--- src/rtl/uart_rx_ctrl.sv ---
// UART receive sequencer: start-bit validation, mid-bit strobes, frame result handshake.
// Optional parity stage enabled by defining UART_RX_CTRL_PARITY_EN.
module uart_rx_ctrl #(
    parameter int DATA_WIDTH = 8,
    parameter int OVERSAMPLE = 16
) (
    input  logic rx_clk,
    input  logic rx_rst_n,
    input  logic baud_tick,
    input  logic rx_in,
    input  logic parity_bit_error,
    input  logic stop_bit_error,
    input  logic rx_ready,
    output logic shift,
    output logic parity_load,
    output logic check_stop,
    output logic rx_valid,
    output logic parity_error,
    output logic frame_error,
    output logic overrun,
    output logic busy
);

    localparam int SW = $clog2(OVERSAMPLE);
    localparam int BW = $clog2(DATA_WIDTH + 1);
    localparam logic [SW-1:0] S_HALF = SW'(OVERSAMPLE / 2 - 1);
    localparam logic [SW-1:0] S_LAST = SW'(OVERSAMPLE - 1);
    localparam logic [BW-1:0] B_LAST = BW'(DATA_WIDTH - 1);

    typedef enum logic [2:0] {IDLE, START, DATA, PARITY, STOP, DONE} state_t;

    state_t          state, state_nxt;
    logic [SW-1:0]   scnt, scnt_nxt;
    logic [BW-1:0]   bcnt, bcnt_nxt;
    logic            sync1, rxs, rxs_q;

    always_ff @(posedge rx_clk or negedge rx_rst_n) begin
        if (!rx_rst_n) begin
            sync1 <= 1'b1;
            rxs   <= 1'b1;
            rxs_q <= 1'b1;
            state <= IDLE;
            scnt  <= '0;
            bcnt  <= '0;
        end else begin
            sync1 <= rx_in;
            rxs   <= sync1;
            rxs_q <= rxs;
            state <= state_nxt;
            scnt  <= scnt_nxt;
            bcnt  <= bcnt_nxt;
        end
    end

    always_comb begin
        state_nxt   = state;
        scnt_nxt    = scnt;
        bcnt_nxt    = bcnt;
        shift       = 1'b0;
        parity_load = 1'b0;
        check_stop  = 1'b0;
        case (state)
            IDLE: begin
                if (rxs_q && !rxs) begin
                    state_nxt = START;
                    scnt_nxt  = '0;
                end
            end
            START: begin
                if (baud_tick) begin
                    if (scnt == S_HALF) begin
                        if (rxs) begin
                            state_nxt = IDLE;
                        end else begin
                            state_nxt = DATA;
                            scnt_nxt  = '0;
                            bcnt_nxt  = '0;
                        end
                    end else begin
                        scnt_nxt = scnt + SW'(1);
                    end
                end
            end
            DATA: begin
                if (baud_tick) begin
                    if (scnt == S_LAST) begin
                        shift    = 1'b1;
                        scnt_nxt = '0;
                        bcnt_nxt = bcnt + BW'(1);
                        if (bcnt == B_LAST) begin
`ifdef UART_RX_CTRL_PARITY_EN
                            state_nxt = PARITY;
`else
                            state_nxt = STOP;
`endif
                        end
                    end else begin
                        scnt_nxt = scnt + SW'(1);
                    end
                end
            end
`ifdef UART_RX_CTRL_PARITY_EN
            PARITY: begin
                if (baud_tick) begin
                    if (scnt == S_LAST) begin
                        parity_load = 1'b1;
                        scnt_nxt    = '0;
                        state_nxt   = STOP;
                    end else begin
                        scnt_nxt = scnt + SW'(1);
                    end
                end
            end
`endif
            STOP: begin
                if (baud_tick) begin
                    if (scnt == S_LAST) begin
                        check_stop = 1'b1;
                        scnt_nxt   = '0;
                        state_nxt  = DONE;
                    end else begin
                        scnt_nxt = scnt + SW'(1);
                    end
                end
            end
            DONE:    state_nxt = IDLE;
            default: state_nxt = IDLE;
        endcase
    end

    assign busy = (state != IDLE);

    // A DONE that coincides with a transfer replaces the accepted frame; overrun is left as is.
    always_ff @(posedge rx_clk or negedge rx_rst_n) begin
        if (!rx_rst_n) begin
            rx_valid    <= 1'b0;
            frame_error <= 1'b0;
            overrun     <= 1'b0;
        end else if (state == DONE) begin
            rx_valid    <= 1'b1;
            frame_error <= stop_bit_error;
            if (rx_valid && !rx_ready) overrun <= 1'b1;
        end else if (rx_valid && rx_ready) begin
            rx_valid <= 1'b0;
            overrun  <= 1'b0;
        end
    end

`ifdef UART_RX_CTRL_PARITY_EN
    always_ff @(posedge rx_clk or negedge rx_rst_n) begin
        if (!rx_rst_n)           parity_error <= 1'b0;
        else if (state == DONE)  parity_error <= parity_bit_error;
    end
`else
    logic unused_parity_in;
    assign unused_parity_in = parity_bit_error;
    assign parity_error     = 1'b0;
`endif

endmodule

--- config.mk ---
export PLATFORM = sky130hd
export DESIGN_NAME = uart_rx_ctrl
export DESIGN_NICKNAME = d
export VERILOG_FILES = /design/src/rtl/uart_rx_ctrl.sv
export SDC_FILE = /design/constraint.sdc
export NUM_CORES = 1
export LEC_CHECK = 0
export CAP_MARGIN = 20
export CORE_MARGIN = 8
export CORE_UTILIZATION = 45
export DETAILED_ROUTE_END_ITERATION = 10
export PLACE_DENSITY = 0.8
export SETUP_SLACK_MARGIN = 0.05
export SYNTH_ARGS = -nofsm -noshare
export SYNTH_HDL_FRONTEND = slang
export SYNTH_SLANG_ARGS = --single-unit
--- constraint.sdc ---
create_clock -name rx_clk -period 2.9 [get_ports rx_clk]
set_clock_uncertainty 0.2 [all_clocks]
set_input_delay 0.29 -clock rx_clk [delete_from_list [all_inputs] [get_ports rx_clk]]
set_output_delay 0.29 -clock rx_clk [all_outputs]
set_load 0.01 [all_outputs]
# Yosys cells after proc, flatten, opt, wreduce, memory -nomap -nowiden

Index checks and enable logic that the tools add are counted.

Equality and inequality tests: 19
Reduce and logical (&&, ||, !) cells: 15
Mux-type cells: 30
Add/subtract/negate cells: 2

Operators with widths:

| kind                                                            | number |
|---|---|
| 4-bit two-way mux                                               | 10 |
| 3-bit two-way mux                                               | 8 |
| 2-bit != test, second input constant                            | 9 |
| 3-bit one-hot mux with 4 select lines                           | 1 |
| 4-bit one-hot mux with 3 select lines                           | 1 |
| 4-bit by 1-bit adder with 4-bit output, second input constant   | 2 |
| 4-bit by 3-bit == test with 1-bit output, second input constant | 2 |
| 1-bit two-way mux                                               | 8 |
| 4-bit one-hot mux with 2 select lines                           | 1 |
| 8-bit AND reduction                                             | 1 |
| 3-bit == test, second input constant                            | 2 |
| 6-bit AND reduction                                             | 1 |
| 3-bit nonzero test                                              | 2 |
| 5-bit AND reduction                                             | 1 |
| 4-bit == test, second input constant                            | 1 |
| 2-bit by 1-bit != test with 1-bit output, second input constant | 2 |
| 2-bit nonzero test                                              | 2 |
| 3-bit by 1-bit == test with 1-bit output, second input constant | 1 |
| 3-bit by 2-bit == test with 1-bit output, second input constant | 1 |
| 1-bit logical AND                                               | 3 |
| 3-bit zero test                                                 | 1 |
| 3-bit != test, second input constant                            | 1 |
| 1-bit zero test                                                 | 2 |
| 2-bit two-way mux                                               | 1 |
| 2 further kinds                                                 | 2 |

Input port bits: 7
Register bits: 17
Word-level logic and storage cells: 75
Output and inout port bits: 8

# Depth between registers and ports, before layout

Gate-level depths: netlist of run 1.

Depth in word-level cells: 5
Depth in mapped cells: 6
Gate-level depth less buffers: 6

# Least setup slack after synthesis of run 1

Ideal clock, no wire load.

Path kind: flip-flop to flip-flop
From: reg scnt[0]
To: reg state[0]
Required time: 2575 ps
Path slack: 888 ps
Data arrival time: 1687 ps
Stages on the path, launching flop included: 6
Library setup time: 125 ps
Cells stage by stage: dfrtp_1 -> ha_1 -> nand4_1 -> and3_1 -> a211oi_1 -> mux2_2

Word-level cells in the longest chain between the ends: 3

Ends and longest elaborated chain:

| what                                                                             | RTL line    | source |
|---|---|---|
| start: declaration                                                               | 33          | `logic [SW-1:0] scnt, scnt_nxt;` |
| start signal: assignment                                                         | 50          | `scnt <= scnt_nxt;` |
| 4-bit == test / 4-bit by 3-bit == test with 1-bit output (equally long branches) | 86, 117, 71 |  |
| 2-bit != test (no source line)                                                   | n/a         |  |
| 8-bit AND reduction (no source line) (*)                                         | n/a         |  |
| end signal: assignment                                                           | 49          | `state <= state_nxt;` |
| end: declaration                                                                 | 32          | `state_t state, state_nxt;` |

Every way passes the cells marked *; elsewhere a longest branch is shown, timed or not.
A chain may end at the register's enable or synchronous reset.

# Worst setup path in the final report of run 1

From: reg scnt[0]
To: out shift

Word-level cells in the longest chain between the ends: 4

Ends and longest elaborated chain:

| what              | RTL line | source |
|---|---|---|
| 4-bit == test     | 86       | `if (scnt == S_LAST) begin` |
| 1-bit two-way mux | 86       |  |
| 1-bit two-way mux | 85       | `if (baud_tick) begin` |
| 1-bit two-way mux | 62       | `case (state)` |
| end: declaration  | 14       | `output logic shift,` |

Every way passes these cells.

==> key figures, run 1 <==
Run status
  – Status: finished clean

Clocking
  – Post-CTS setup buffer count: 0
  – CTS Root Cell: clkbuf_4
  – Worst-Skew Late Latency: 290 ps
  – Buffers from clock root to sink, at most: 2
  – PostCTS Resize Cnt: 0
  – H-tree lvl count: 1
  – Clk slew on worst S/H paths: 100 ps
  – Total clock sinks: 17
  – Cts bufs inserted: 3
  – TritonCTS clock tree: yes
  – Cts hold-fix bufs: 0

Timing
  – Crit share post-route: 0.846
  – Setup TNS after final layout: 0 ps
  – Min Tclk post-route: 2450 ps
  – RSZ-0062 raised after global routing: no
  – Rel. slew slack: 0.497
  – Fmax: 407 MHz
  – Worst Max-Slew Pin Slew: 753 ps
  – Max-slew violation total from the final report: 0
  – Final setup violation count: 0
  – Setup slack after layout: 445 ps
  – Final hold vios: 0

Setup path
  – CP peak stage delay: 570 ps
  – Cell breakdown of the critical path: ha_1, nand4_1, nor2_1, clkdlybuf4s50_1
  – CP Class: register to output pin
  – Crit path buffers/inverters: 1
  – Req. time, crit path: 2410 ps
  – Endpoint class of the critical path: output pin
  – Crit-path max FO: 7
  – Slowest CP cell: clkdlybuf4s50_1
  – Crit start category: register
  – WP data arrival: 1960 ps
  – Delay-heaviest family, CP: buffers and inverters

Layout
  – Final nets: 118
  – # fillers: 174
  – Area growth syn-to-layout: 13.6%
  – N_diodes: 0
  – Layout cell share with drive strength beyond 1: 0.102
  – Layout Cells excl Fill: 135
  – Design area: 1070 um2

Floorplan
  – Ports: 15
  – Row Count: 16
  – Chip Height: 61.8 um
  – Die Wd: 61.8 um
  – Core area: 1980 um2
  – Initial core utilization: 0.477
  – Die Area: 3820 um2

Power and ir drop
  – Maximum vdd drop: 395 uV
  – Pwr/cell area: 605 nW/um2
  – Pleak: 0.464 nW

Routing
  – First-pass DRT Iterations: 4
  – DRC Markers: 0
  – DR iter-0 viols: 12
  – Routed wire length: 1.76 mm
  – Routed Antenna Nets: 0
  – Routed vias/inst: 5.39
  – Routed WL per cell: 13.0 um
  – DR vias: 727

Global routing
  – Vias in the first global route: 727
  – First-pass GRT wire length: 3.15 mm
  – Initial antenna violation count: 0
  – Largest net degree at the start of global routing: 18
  – GRT Overall Usage: 0.108
  – Total grt overflow: 0

Placed design
  – Worst slack, placed: 489 ps
  – Hpwl dp: 1.33 mm
  – Placed instance area: 1050 um2
  – RD Place Congestion: 0.800
  – Post-placement cell count: 131
  – IO Port Bufs: 11

Yosys
  – Post-synth EDFFs: 0
  – Async SR Flop Fraction: 1.00
  – Distinct cells, synth: 37
  – Syn avg cell area: 9.55 um2
  – Mapped cell area: 946 um2
  – Yosys top cell area share: 0.370
  – Largest area contributor in the netlist: dfrtp_1
  – Synthesized instance count: 99
  – Sequential fraction of the synthesis area: 0.454
  – Most frequent cells after synthesis: 14 x dfrtp_1, 7 x a21oi_1, 7 x nand2_1, 7 x nand3_1
  – Synth warn: 0
  – Top-count cell post-synth: dfrtp_1
  – Synth top area cells: dfrtp_1 37%, dfstp_2 8.3%, a21oi_1 3.7%
  – #FFs+latches synth: 17
  – Synth Flop Type: dfrtp_1

Run
  – Max-Cap Viols: 0

Worst hold path
  – Hold Crit Class: register to register
-- flip-flops by register name, indices dropped and copies added (netlist names) --
| name | flops |
|---|---|
| rxs_q | 1 |
| bcnt | 4 |
| sync1 | 1 |
| state | 3 |
| rxs | 1 |
| overrun | 1 |
| scnt | 4 |
| rx_valid | 1 |
| frame_error | 1 |
-- worst register-to-register path: stages (launching register included) --
cell	delay, ps
dfrtp_1	400
ha_1	290
nand4_1	190
and3_1	240
a211oi_1	440
mux2_2	390
-- kinds of logic after synthesis --
family | share of synthesized area
buf+inv | 0.0714
other cells | 0.00396
flops | 0.454
simple gates | 0.210
mux | 0.0569
compound gates | 0.168
fa+ha+maj | 0.0265
xor+xnor | 0.00926
-- per-layer routing --
metal	global-route usage	part of all wire	wire, um	vias up
li1	-	-	-	370
met1	0.128	0.47	825	342
met2	0.174	0.47	826	11
met3	0.0350	0.044	78	4
met4	0.0487	0.015	26	0
met5	0	0	0	-
-- report_power, final --
group          total (mW)  switching (mW)  internal (mW)
Clock               0.126          0.0722         0.0535
Combinational       0.186          0.0894         0.0968
Sequential          0.339          0.0554          0.283
-- cells in the final DEF (no fill, tap or decap) --
cell / n
o21bai_1: 1
dfrtp_1: 14
clkbuf_1: 1
and3_1: 1
clkbuf_4: 3
nor2b_1: 1
ha_1: 2
nand4_1: 2
o21a_1: 2
nand2_1: 7
a311oi_1: 1
a31oi_1: 1
conb_1: 2
a221oi_2: 1
xor2_1: 1
nand3_1: 7
nor3_1: 1
o21ai_0: 6
or3_4: 1
nor2_1: 6
or2b_1: 1
nand2b_1: 4
or3_1: 1
a211oi_1: 1
inv_1: 6
dfstp_2: 3
mux2_2: 3
nand4b_1: 2
or4b_1: 1
clkdlybuf4s50_1: 11
a21oi_1: 7
o311ai_0: 2
mux2i_1: 2
or4_1: 1
a22o_1: 1
a22oi_1: 1
-- path summary, 6_finish.rpt --
kind	depth (start not counted)	to	slack [ps]	start
max	4	shift	450	scnt[0]$_DFFE_PN0P_
min	0	rxs$_DFF_PN1_	160	sync1$_DFF_PN1_
max reg2reg	5	state[0]$_DFFE_PN0P_	650	scnt[0]$_DFFE_PN0P_
min reg2reg	0	rxs$_DFF_PN1_	160	sync1$_DFF_PN1_
max in group asynchronous	1	scnt[3]$_DFFE_PN0P_	1790	rx_rst_n
min in group asynchronous	1	bcnt[1]$_DFFE_PN0P_	240	rx_rst_n
-- layout make-up --
type | instances | area [um2] | area share
Timing Repair Buffer | 11 | 110 | 0.102
Clock buffer | 4 | 26.3 | 0.0244
Sequential cell | 17 | 429 | 0.399
Inverter | 6 | 22.5 | 0.0210
Multi-Input combinational cell | 70 | 453 | 0.421
Tap cell | 27 | 33.8 | 0.0314
-- per-stage QoR --
stage,util,hold WS [ps],power (mW)
detailed placement,0.529,148,0.530
global route,0.542,169,0.698
finish,0.542,165,0.651
global placement,0.529,147,0.519
floorplan,-,-206,0.492
CTS,0.542,164,0.657
(Power assumes the default switching activity.)
==> run 2: changes to the inputs <==
Clock period 2.9 ns to 2.4 ns, I/O delays scaled along.
==> run 2 against run 1 <==
Non-clock buffer count up 4. Count of clock-buffer cells in the layout unchanged. Setup slack worse by 300 ps. Critical path depth is 1 lower. Register-to-register slack got worse by 420 ps. Combinational power up 41%. Largest cell class unchanged. Highest routed layer unchanged.
==> key figures, run 2 (same netlist as run 1, synthesis figures left out) <==
Placed design
  – RD Place Congestion: 0.817
  – Placed instance area: 1070 um2
  – Hpwl dp: 1.40 mm
  – IO Port Bufs: 11
  – Post-placement cell count: 134

Run status
  – Status: finished clean

Global routing
  – Vias in the first global route: 801
  – First-pass GRT wire length: 3.35 mm
  – Largest net degree at the start of global routing: 18
  – GRT Overall Usage: 0.115
  – Total grt overflow: 0
  – Initial antenna violation count: 0

Layout
  – Commonest non-fill, non-tap cell in the layout: dfrtp_1
  – Area growth syn-to-layout: 18.7%
  – Leading registers by flop count: bcnt (4), scnt (4), state (3)
  – N_diodes: 0
  – Layout Cells excl Fill: 139
  – Layout cell share with drive strength beyond 1: 0.170
  – Final nets: 122
  – Design area: 1120 um2
  – Most frequent cells in the layout: 13 x dfrtp_1, 10 x clkdlybuf4s50_1, 7 x nand2_1, 7 x nand3_1, 7 x a21oi_1

Setup path
  – WP data arrival: 1810 ps
  – R2R depth: 5
  – CP Class: register to output pin
  – CP peak stage delay: 500 ps
  – Slowest CP cell: clkdlybuf4s50_1
  – Req. time, crit path: 1960 ps
  – Crit start category: register
  – Cell breakdown of the critical path: buf_4, or3_1, clkdlybuf4s50_1
  – R2R setup slack: 230 ps
  – Crit-path max FO: 9
  – Endpoint class of the critical path: output pin

Timing
  – RSZ-0062 raised after global routing: no
  – Crit share post-route: 0.939
  – Worst Max-Slew Pin Slew: 735 ps
  – Fmax: 444 MHz
  – Final setup violation count: 0
  – Min Tclk post-route: 2250 ps
  – Max-slew violation total from the final report: 0
  – Setup TNS after final layout: 0 ps
  – Final hold vios: 0
  – Worst hold slack: 147 ps
  – Rel. slew slack: 0.508

Floorplan
  – Die Wd: 61.8 um
  – Ports: 15
  – Die Area: 3820 um2
  – Row Count: 16
  – Initial core utilization: 0.477
  – Chip Height: 61.8 um
  – Core area: 1980 um2

Routing
  – Routed WL per cell: 14.0 um
  – DR iter-0 viols: 19
  – DRC Markers: 0
  – DR vias: 793
  – Routed wire length: 1.95 mm
  – First-pass DRT Iterations: 4
  – Routed vias/inst: 5.71
  – Routed Antenna Nets: 0

Clocking
  – H-tree lvl count: 1
  – Cts bufs inserted: 3
  – Clk slew on worst S/H paths: 90 ps
  – TritonCTS clock tree: yes
  – Cts hold-fix bufs: 0
  – Worst-Skew Late Latency: 290 ps
  – Buffers from clock root to sink, at most: 2
  – Total clock sinks: 17
  – CTS Root Cell: clkbuf_4

Power and ir drop
  – Switching fraction of total power: 0.339
  – Maximum vdd drop: 478 uV
  – Net Sw Power: 0.282 mW
  – Power Total: 0.830 mW
  – Gate power share: 0.317
  – Reg power frac: 0.501
  – Power share of the clock group: 0.182
  – Pint: 0.549 mW
  – Pwr/cell area: 740 nW/um2
  – Pleak: 0.486 nW

Run
  – Max-Cap Viols: 0

Worst hold path
  – Worst hold stages: 1
  – Hold Crit Class: input pin to register
[run 2: final cells by class]
cell class,count,area [um2]
fillers,166,860
inverters,6,22.5
flip-flops and latches,17,430
repair buffers,15,139
multi-input cells,70,470
well taps,27,33.8
clock buffers,4,26.3
[run 2: layer usage]
layer  wire (um)  part of all wire  track usage
met5           0                 0            0
met4          40             0.021       0.0617
met3         110             0.056       0.0329
met2         922              0.47        0.191
met1         876              0.45        0.131
[run 2: worst max-delay path: cells and delay by family (launching register included)]
family,cells,cell delay [ps]
buf+inv,2,690
flops,1,430
simple gates,1,400
[run 2: power groups by stage]
stage               clock network, mW  registers, mW  logic, mW
floorplan                           0          0.376      0.218
global placement                    0          0.407      0.233
detailed placement                  0          0.412      0.246
CTS                             0.156          0.408      0.250
global route                    0.174          0.426      0.295
finish                          0.151          0.416      0.263
[run 2: per-stage QoR]
stage	utilization	setup slack (ps)
floorplan	-	388
global placement	0.540	179
detailed placement	0.540	124
CTS	0.556	101
global route	0.566	78.1
finish	0.566	147
[run 2: final timing paths]
kind,from,end
max,state[0]$_DFFE_PN0P_,busy
min,rx_in,sync1$_DFF_PN1_
max reg2reg,state[1]$_DFFE_PN0P_,bcnt[2]$_DFFE_PN0P_
min reg2reg,sync1$_DFF_PN1_,rxs$_DFF_PN1_
max in group asynchronous,rx_rst_n,state[1]$_DFFE_PN0P_
min in group asynchronous,rx_rst_n,bcnt[1]$_DFFE_PN0P_
[run 2: what timing repair did]
| item | in CTS | in global routing |
|---|---|---|
| gates resized for setup | 4 | 2 |
| setup buffers | 0 | 1 |
| pin swaps | 0 | 0 |
| setup endpoints to repair | 1 | 2 |
==> run 3: changes to the inputs <==
Settings changed: ABC_CLOCK_PERIOD_IN_PS from default to 2400, CAP_MARGIN 20 to 10, CTS_BUF_LIST from default to sky130_fd_sc_hd__clkbuf_8.
==> run 3 against run 2 <==
Sequential cell count stayed put. Die area unchanged. Hold slack better by 16 ps. Sequential power decreased by 1%. Routed wire length up 0.56%. Combinational power is 2% lower. Sequential share of layout area fell by 0.59 points. Cell count up 0.72%. Core utilization increased by 0.88 points. Non-clock buffer count increased by 1. Power is 5.2% higher.
==> key figures, run 3 (same netlist as run 1, synthesis figures left out) <==
Run status
  – Status: finished clean

Power and ir drop
  – Net Sw Power: 0.280 mW
  – Maximum vdd drop: 441 uV
  – Gate power share: 0.295
  – Pleak: 0.519 nW
  – Pwr/cell area: 766 nW/um2
  – Power share of the clock group: 0.235
  – Reg power frac: 0.470
  – Switching fraction of total power: 0.321
  – Power Total: 0.873 mW
  – Pint: 0.593 mW

Setup path
  – Crit-path max FO: 7
  – WP data arrival: 1800 ps
  – Req. time, crit path: 1960 ps
  – Crit start category: register
  – Endpoint class of the critical path: output pin
  – CP Class: register to output pin

Timing
  – Min Tclk post-route: 2240 ps
  – Max-slew violation total from the final report: 0
  – RSZ-0062 raised after global routing: no
  – Setup TNS after final layout: 0 ps
  – Rel. slew slack: 0.507
  – Worst hold slack: 163 ps
  – Worst Max-Slew Pin Slew: 738 ps
  – Final hold vios: 0
  – Final setup violation count: 0
  – Crit share post-route: 0.933
  – Fmax: 446 MHz

Global routing
  – GRT Overall Usage: 0.114
  – Initial antenna violation count: 0
  – Largest net degree at the start of global routing: 18
  – First-pass GRT wire length: 3.34 mm
  – Vias in the first global route: 785
  – Total grt overflow: 0

Clocking
  – Cts bufs inserted: 3
  – H-tree lvl count: 1
  – CTS Root Cell: clkbuf_8
  – Total clock sinks: 17
  – Clk slew on worst S/H paths: 60 ps
  – TritonCTS clock tree: yes
  – Worst-Skew Late Latency: 250 ps
  – Buffers from clock root to sink, at most: 2

Floorplan
  – Chip Height: 61.8 um
  – Die Wd: 61.8 um
  – Core area: 1980 um2
  – Initial core utilization: 0.477
  – Ports: 15
  – Row Count: 16
  – Die Area: 3820 um2

Layout
  – # fillers: 162
  – Layout cell share with drive strength beyond 1: 0.168
  – Layout Cells excl Fill: 140
  – Design area: 1140 um2
  – Most frequent cells in the layout: 13 x dfrtp_1, 10 x clkdlybuf4s50_1
  – Multi-input logic area: 458 um2
  – Commonest non-fill, non-tap cell in the layout: dfrtp_1
  – Area growth syn-to-layout: 20.5%
  – N_diodes: 0
  – Final nets: 123
  – Leading registers by flop count: bcnt (4), scnt (4), state (3)
  – Storage element area: 430 um2

Routing
  – DR vias: 776
  – DR iter-0 viols: 25
  – Routed wire length: 1.96 mm
  – Routed WL per cell: 14.0 um
  – Routed Antenna Nets: 0
  – Routed vias/inst: 5.54
  – DRC Markers: 0
  – First-pass DRT Iterations: 4

Run
  – Max-Cap Viols: 0

Placed design
  – Placed instance area: 1070 um2
  – IO Port Bufs: 11
  – RD Place Congestion: 0.817
  – Hpwl dp: 1.40 mm
  – Post-placement cell count: 134

Worst hold path
  – Hold Crit Class: register to register
==> run 3: path summary, 6_finish.rpt <==
check                                           from  cells past startpoint  slack, ps              endpoint
min in group asynchronous                   rx_rst_n                      1        230   bcnt[1]$_DFFE_PN0P_
max in group asynchronous                   rx_rst_n                      1       1260  state[1]$_DFFE_PN0P_
worst min register to register       sync1$_DFF_PN1_                      0        160         rxs$_DFF_PN1_
worst min-delay path                 sync1$_DFF_PN1_                      0        160         rxs$_DFF_PN1_
worst max register to register  state[1]$_DFFE_PN0P_                      5        230   bcnt[2]$_DFFE_PN0P_
worst max-delay path             scnt[0]$_DFFE_PN0P_                      4        160            check_stop
==> run 3: power groups by stage <==
| stage | logic [mW] | registers [mW] | clock network [mW] |
|---|---|---|---|
| after floorplan | 0.218 | 0.376 | 0 |
| after global placement | 0.233 | 0.407 | 0 |
| after detailed placement | 0.246 | 0.412 | 0 |
| after CTS | 0.252 | 0.408 | 0.211 |
| after global routing | 0.290 | 0.420 | 0.227 |
| final | 0.258 | 0.410 | 0.205 |
==> run 3: metrics by stage <==
stage,utilization,setup slack [ps]
2_1_floorplan,-,388
3_3_place_gp,0.540,179
3_5_place_dp,0.540,124
4_1_cts,0.566,62.8
5_1_grt,0.575,57.8
6_report,0.575,160
==> run 3: critical path: stages, from the launching register on <==
cell,delay [ps]
dfrtp_1,390
ha_2,260
nand4_1,200
nor2_1,150
clkdlybuf4s50_1,540
==> run 3: what timing repair did <==
action / CTS / global route
buffers inserted: 0 / 2
hold buffers: 0 / 0
gates resized for setup: 2 / 2
endpoints found under the setup margin: 1 / 2
pin swaps: 0 / 1
endpoints found under the hold margin: 0 / 0
==> run 3: area by class of cell <==
class,count,area share
repair buffers,16,0.132
flip-flops and latches,17,0.378
clock inverters,1,0.00329
inverters,6,0.0198
multi-input cells,70,0.402
well taps,27,0.0296
clock buffers,3,0.0362
==> run 3: layer usage <==
metal | GRT usage | wire length (um)
met1 | 0.134 | 850
met2 | 0.189 | 979
met3 | 0.0329 | 118
met4 | 0.0487 | 12
met5 | 0 | 0
